===== config.mk =====
export PLATFORM = sky130hd
export DESIGN_NAME = frogger_state_ctrl
export DESIGN_NICKNAME = d
export VERILOG_FILES = /design/src/rtl/frogger_pkg.sv /design/src/rtl/frogger_state_ctrl_rise_detect.sv /design/src/rtl/frogger_state_ctrl.sv
export SDC_FILE = /design/constraint.sdc
export NUM_CORES = 1
export LEC_CHECK = 0
export CAP_MARGIN = 15
export CORE_ASPECT_RATIO = 0.75
export CORE_MARGIN = 2
export CORE_UTILIZATION = 53
export DETAILED_ROUTE_END_ITERATION = 16
export HOLD_SLACK_MARGIN = 0.06
export PLACE_DENSITY_LB_ADDON = 0.12
export SLEW_MARGIN = 20
export SYNTH_ARGS = -nofsm -noshare
export SYNTH_HDL_FRONTEND = slang
export SYNTH_SLANG_ARGS = --single-unit
export TNS_END_PERCENT = 1

===== constraint.sdc =====
create_clock -name i_Clk -period 1.9 [get_ports i_Clk]
set_input_delay 0.285 -clock i_Clk [delete_from_list [all_inputs] [get_ports i_Clk]]
set_output_delay 0.285 -clock i_Clk [all_outputs]
set_load 0.1 [all_outputs]

===== src/rtl/frogger_pkg.sv =====
// Shared Frogger definitions: game-level state encodings and the gameplay
// limits that the frog and car controllers also depend on.
package frogger_pkg;

  typedef enum logic [2:0] {
    ST_IDLE      = 3'd0,
    ST_RESPAWN   = 3'd1,
    ST_PLAY      = 3'd2,
    ST_HIT       = 3'd3,
    ST_LEVEL_UP  = 3'd4,
    ST_GAME_OVER = 3'd5
  } game_state_t;

  localparam int c_START_LIVES = 3;
  localparam int c_MAX_SCORE   = 99;
  localparam int c_MAX_LEVEL   = 7;

  // Saturating increment shared by the score and level counters.
  function automatic logic [6:0] sat_inc(input logic [6:0] val, input logic [6:0] lim);
    return (val >= lim) ? lim : val + 7'd1;
  endfunction

endpackage


===== src/rtl/frogger_state_ctrl_rise_detect.sv =====
// Rising-edge detector: input registered once, edge = current & ~previous.
// The detector arms one cycle after reset, so a level already high at reset release is not an edge.
module rise_detect (
  input  logic i_Clk,
  input  logic i_Rst,
  input  logic i_Sig,
  output logic o_Rise
);

  logic sig_q;
  logic armed_q;

  always_ff @(posedge i_Clk) begin
    if (i_Rst) begin
      sig_q   <= 1'b0;
      armed_q <= 1'b0;
    end else begin
      sig_q   <= i_Sig;
      armed_q <= 1'b1;
    end
  end

  assign o_Rise = i_Sig & ~sig_q & armed_q;

endmodule


===== src/rtl/frogger_state_ctrl.sv =====
// Game-level sequencer for Frogger: lives, level, score and the
// play / freeze / respawn / game-over state machine, timed by VSync frames.
//
// state        | meaning
// IDLE         | waiting for start, all controls low
// RESPAWN      | one-cycle respawn pulse to the frog
// PLAY         | frog movement enabled
// HIT          | frozen after collision for c_HIT_FRAMES frames
// LEVEL_UP     | frozen after level advance for c_LEVELUP_FRAMES frames
// GAME_OVER    | lives exhausted, score/level held until start
module frogger_state_ctrl #(
  parameter int c_START_LIVES     = frogger_pkg::c_START_LIVES,
  parameter int c_HIT_FRAMES      = 60,
  parameter int c_LEVELUP_FRAMES  = 90,
  parameter int c_GOALS_PER_LEVEL = 5,
  parameter int c_MAX_LEVEL       = frogger_pkg::c_MAX_LEVEL,
  parameter int c_MAX_SCORE       = frogger_pkg::c_MAX_SCORE
) (
  input  logic       i_Clk,
  input  logic       i_Rst,
  input  logic       i_VSync,
  input  logic       i_Game_Start,
  input  logic       i_Collided,
  input  logic       i_Goal_Reached,
  output logic       o_Game_Active,
  output logic       o_Freeze,
  output logic       o_Respawn,
  output logic       o_Game_Over,
  output logic [1:0] o_Lives,
  output logic [2:0] o_Level,
  output logic [6:0] o_Score,
  output logic [2:0] o_State
);
  import frogger_pkg::*;

  localparam logic [1:0] LIVES_INIT = 2'(c_START_LIVES);
  localparam logic [7:0] HIT_LAST   = 8'(c_HIT_FRAMES - 1);
  localparam logic [7:0] LVUP_LAST  = 8'(c_LEVELUP_FRAMES - 1);
  localparam logic [3:0] GOALS_LAST = 4'(c_GOALS_PER_LEVEL - 1);
  localparam logic [6:0] LEVEL_MAX  = 7'(c_MAX_LEVEL);
  localparam logic [6:0] SCORE_MAX  = 7'(c_MAX_SCORE);

  game_state_t state_q, state_d;
  logic [1:0]  lives_q, lives_d;
  logic [2:0]  level_q, level_d;
  logic [6:0]  score_q, score_d;
  logic [3:0]  goals_q, goals_d;
  logic [7:0]  frame_q, frame_d;
  logic        reload;
  logic        vsync_rise;
  logic        start_rise;
  logic [6:0]  level_inc;

  rise_detect u_vsync_rise (
    .i_Clk  (i_Clk),
    .i_Rst  (i_Rst),
    .i_Sig  (i_VSync),
    .o_Rise (vsync_rise)
  );

  rise_detect u_start_rise (
    .i_Clk  (i_Clk),
    .i_Rst  (i_Rst),
    .i_Sig  (i_Game_Start),
    .o_Rise (start_rise)
  );

  assign level_inc = sat_inc({4'd0, level_q}, LEVEL_MAX);

  always_ff @(posedge i_Clk) begin
    if (i_Rst) begin
      state_q <= ST_IDLE;
      lives_q <= LIVES_INIT;
      level_q <= 3'd0;
      score_q <= 7'd0;
      goals_q <= 4'd0;
      frame_q <= 8'd0;
    end else begin
      state_q <= state_d;
      lives_q <= lives_d;
      level_q <= level_d;
      score_q <= score_d;
      goals_q <= goals_d;
      frame_q <= frame_d;
    end
  end

  always_comb begin
    state_d = state_q;
    lives_d = lives_q;
    level_d = level_q;
    score_d = score_q;
    goals_d = goals_q;
    frame_d = frame_q;
    reload  = 1'b0;

    case (state_q)
      ST_IDLE, ST_GAME_OVER: begin
        if (start_rise) begin
          state_d = ST_RESPAWN;
          reload  = 1'b1;
        end
      end
      ST_RESPAWN: state_d = ST_PLAY;
      ST_PLAY: begin
        // Collision has priority; a simultaneous goal is dropped.
        if (i_Collided) begin
          state_d = ST_HIT;
          if (lives_q != 2'd0) lives_d = lives_q - 2'd1;
        end else if (i_Goal_Reached) begin
          score_d = sat_inc(score_q, SCORE_MAX);
          if (goals_q == GOALS_LAST) begin
            goals_d = 4'd0;
            level_d = level_inc[2:0];
            state_d = ST_LEVEL_UP;
          end else begin
            goals_d = goals_q + 4'd1;
            state_d = ST_RESPAWN;
          end
        end
      end
      ST_HIT: begin
        if (vsync_rise) begin
          frame_d = frame_q + 8'd1;
          if (frame_q == HIT_LAST)
            state_d = (lives_q == 2'd0) ? ST_GAME_OVER : ST_RESPAWN;
        end
      end
      ST_LEVEL_UP: begin
        if (vsync_rise) begin
          frame_d = frame_q + 8'd1;
          if (frame_q == LVUP_LAST) state_d = ST_RESPAWN;
        end
      end
      default: state_d = ST_IDLE;
    endcase

    if (reload) begin
      lives_d = LIVES_INIT;
      level_d = 3'd0;
      score_d = 7'd0;
      goals_d = 4'd0;
    end

    if (state_d != state_q) frame_d = 8'd0;
  end

  assign o_Game_Active = (state_q == ST_PLAY);
  assign o_Freeze      = (state_q == ST_HIT) || (state_q == ST_LEVEL_UP);
  assign o_Respawn     = (state_q == ST_RESPAWN);
  assign o_Game_Over   = (state_q == ST_GAME_OVER);
  assign o_Lives       = lives_q;
  assign o_Level       = level_q;
  assign o_Score       = score_q;
  assign o_State       = state_q;

endmodule


==> flow_metrics.tcl <==
set metrics [dict create \
    status "finished clean" \
    synth.distinct_cells 49 \
    synth_edf_count 0 \
    wl_met3_um 214 \
    dr.pass1.iters 4 \
    grt_usage_pct 25.8 \
    synthToLayoutAreaGrowth_pct 44.2 \
    diodes 0 \
    critPathSlowestCell "or4_4" \
    drc 0 \
    post-route-cell-area_mm2 0.00235 \
    min-delay-start "o_Score[3]$_SDFFE_PP0P_" \
    path_buf_inv 1 \
    crit_required_ps 2090 \
    start_kind "flip-flop" \
    cts.sinks 30 \
    grt_max_degree 16 \
    worstPathArrival_ps 2030 \
    fill_cells 188 \
    die_x_um 68.1 \
    core_mm2 0.00294 \
    holdPathEnd "o_Score[3]$_SDFFE_PP0P_" \
    cts_buffers 5 \
    cp_top_family "simple AND/OR/NAND/NOR gates" \
    yosys_register_bits 30 \
    wl_met1_um 1920 \
    cp-end-kind "flip-flop" \
    drv_slew 0 \
    synth-main-ff-cell "dfxtp_1" \
    nets 247 \
    ys_seq_area_share_pct 36.8 \
    die_y_um 52.1 \
    clk_latency_ps 290 \
    dp_hpwl_um 2930 \
    postPlaceCellArea_mm2 0.00209 \
    rr_startpoint "o_Lives[0]$_SDFFE_PP1P_" \
    finalCriticalPeriod_ps 1850 \
    drv_cap 0 \
    ys_warn_count 0 \
    power.leakage_uw 0.000927 \
    tritoncts "built" \
    via_count 1572 \
    holdCritPathClass "reg2reg" \
    first_iter_violations 104 \
    syn_area_per_cell_um2 9.11 \
    synth_nets 193 \
    fin_crit_sh_pct 97.3 \
    rrSetupSlack_ps 50 \
    cts.path.max_buffers 2 \
    drtAntennaViolNets 0 \
    viasPerCell 5.78 \
    synthArstFlopShare_pct 0 \
    setup_viol 0 \
    slowest_delay_ps 570 \
    die_area_mm2 0.00354 \
    worstPathMaxFanout 8 \
    criticalPathCategory "reg2reg" \
    tns_ps 0 \
    met2_length_um 2060 \
    finalPower_uw 1400 \
    tightest_slew_ps 412 \
    row_count 17 \
    drive_above_1_share_pct 38.9 \
    first_global_vias 1496 \
    fin_skew_ps 5.83 \
    ir_drop_mv 0.462 \
    startpoint "o_Lives[0]$_SDFFE_PP1P_" \
    start_util_pct 55.6 \
    crit_path_cell_trace "inv_2 -> ha_4 -> nand3b_1 -> or4_4 -> nand3_4 -> xor2_4 -> a2111oi_4" \
    highest_layer "met4" \
    gr-total-overflow 0 \
    cts_hold_buf 0 \
    synthesis.area_mm2 0.00163 \
    path_clk_slew_ps 70 \
    h-tree-depth 2 \
    io_buffers 24 \
    antenna_found_initial 0 \
    synth_cells 179 \
    post_drt_wl_per_cell_um 15.8 \
    max_freq_ghz 0.541 \
    powerDensity_mw_per_mm2 596 \
    finalWirelength_um 4290 \
    report.final.hold_viol_count 0 \
    reg2reg_to "frame_q[1]$_SDFFE_PP0P_" \
    grt_pass1_wl_um 6660 \
    root_buffer "clkbuf_8" \
    min_path_cells 2 \
    gp_congestion 0.786 \
    io_pins 25 \
    r2r_cells 7 \
    slew_headroom_pct 72.2 \
]
==> registers in the layout (all words and copies together) (netlist names) <==
| signal | cells |
|---|---|
| frame_q | 8 |
| o_Score | 7 |
| goals_q | 4 |
| o_Level | 3 |
| o_State | 3 |
| o_Lives | 2 |
| u_start_rise.armed_q | 1 |
| u_start_rise.sig_q | 1 |
| u_vsync_rise.sig_q | 1 |
==> metrics by stage <==
| stage | setup WS [ps] | hold WS (ps) | instances | utilization (%) |
|---|---|---|---|---|
| 6_report | 51.3 | 510 | 272 | 80.1 |
| 5_1_grt | -34.9 | 540 | 272 | 80.1 |
| 4_1_cts | 0.156 | 511 | 264 | 74.6 |
| 3_5_place_dp | -226 | 501 | 255 | 71.1 |
| 3_3_place_gp | -157 | 491 | 255 | 71.1 |
| 2_1_floorplan | -540 | 347 | 179 | - |
==> worst max-delay path by stage <==
stage / end / cells after the start
global placement: frame_q[5]$_SDFFE_PP0P_ / 6
global route: frame_q[1]$_SDFFE_PP0P_ / 6
CTS: frame_q[1]$_SDFFE_PP0P_ / 8
finish: frame_q[1]$_SDFFE_PP0P_ / 7
detailed placement: frame_q[0]$_SDFFE_PP0P_ / 6
floorplan: frame_q[0]$_SDFFE_PP0P_ / 5
==> cells in the mapped netlist, drive strengths merged, types with 2 or more instances <==
| master | number | area share, % |
|---|---|---|
| dfxtp | 30 | 37 |
| nand2 | 19 | 4.4 |
| nor2 | 16 | 3.8 |
| nor3 | 11 | 3.7 |
| nand3b | 10 | 4.6 |
| xor2 | 9 | 5.3 |
| ha | 8 | 6.1 |
| a21oi | 7 | 2.8 |
| inv | 7 | 1.6 |
| o21ai | 5 | 1.5 |
| a31oi | 4 | 1.5 |
| and3 | 4 | 1.5 |
| xnor2 | 4 | 2.1 |
| buf | 3 | 1.6 |
| nand3 | 3 | 1.2 |
| nor3b | 3 | 1.4 |
| and2 | 2 | 0.84 |
| and3b | 2 | 1.2 |
| and4 | 2 | 1.1 |
| nand2b | 2 | 0.77 |
| nand4 | 2 | 0.77 |
| nand4b | 2 | 1.1 |
| nor2b | 2 | 0.77 |
| nor4 | 2 | 0.77 |
| o221a | 2 | 1.4 |
| o31ai | 2 | 0.92 |
==> area by class of cell <==
class / count / area (um^2) / area share (%)
Inverter: 7 / 26.3 / 1.12
Clock inverter: 2 / 12.5 / 0.532
Multi-Input combinational cell: 139 / 1090 / 46.5
Sequential cell: 30 / 622 / 26.4
Timing Repair Buffer: 50 / 467 / 19.8
Tap cell: 38 / 47.5 / 2.02
Clock buffer: 6 / 82.6 / 3.51
==> layout by cell type, fill, tap and decap left out, types with 3 or more instances in the layout <==
| master | Yosys | routed |
|---|---|---|
| buf_4 | 2 | 38 |
| dfxtp_1 | 30 | 19 |
| nand2_1 | 19 | 18 |
| nor2_1 | 15 | 14 |
| nand3b_1 | 10 | 10 |
| nor3_1 | 10 | 10 |
| xor2_1 | 8 | 8 |
| dfxtp_2 | 0 | 8 |
| ha_1 | 8 | 7 |
| a21oi_1 | 6 | 6 |
| clkbuf_8 | 1 | 6 |
| buf_12 | 0 | 6 |
| inv_1 | 7 | 5 |
| o21ai_0 | 5 | 5 |
| clkdlybuf4s50_1 | 0 | 5 |
| and3_1 | 4 | 4 |
| xnor2_1 | 4 | 4 |
| a31oi_1 | 4 | 4 |
| dfxtp_4 | 0 | 3 |
==> metal layers <==
metal  vias up  GRT usage [%]
met1       759           32.8
li1        757              -
met4         0           12.0
met5         -              0
met2        45           40.8
met3        11           6.28
==> worst register-to-register path: cells and delay by family, from the launching register on <==
kind / cells / cell delay [ps]
xor gates and xnor gates: 1 / 120
adders and majority gates: 1 / 130
and+or+nand+nor: 3 / 770
buffers and inverters: 1 / 70
AOI/OAI and AO/OA: 1 / 330
DFF: 1 / 330
==> cells by family (layout without fill, tap and decap cells) <==
| logic type | Yosys count | in the layout | share of synthesized area (%) |
|---|---|---|---|
| AND/OR/NAND/NOR | 87 | 87 | 31.1 |
| adder cells (fa/ha/maj) | 8 | 8 | 6.14 |
| AO/OA/AOI/OAI | 30 | 31 | 14.4 |
| XOR/XNOR | 13 | 13 | 7.44 |
| buffers and inverters | 11 | 65 | 4.06 |
| flip-flops | 30 | 30 | 36.8 |
==> where the power goes <==
part	leakage [uW]	total, uW	switching, uW	internal, uW
registers	0.000247	652	16.7	635
logic	0.000633	201	118	83.6
clock network	0.0000472	548	257	291
total	0.000927	1400	392	1010
==> timing repair <==
| action | 4_1_cts | 5_1_grt |
|---|---|---|
| resized for setup | 0 | 22 |
| hold endpoints to repair | 0 | 0 |
| pin swaps | 1 | 10 |
| endpoints found under the setup margin | 1 | 8 |
| buffers inserted | 1 | 7 |
| cloned | 0 | 1 |
No activity file was read; power rests on OpenSTA's default activity.
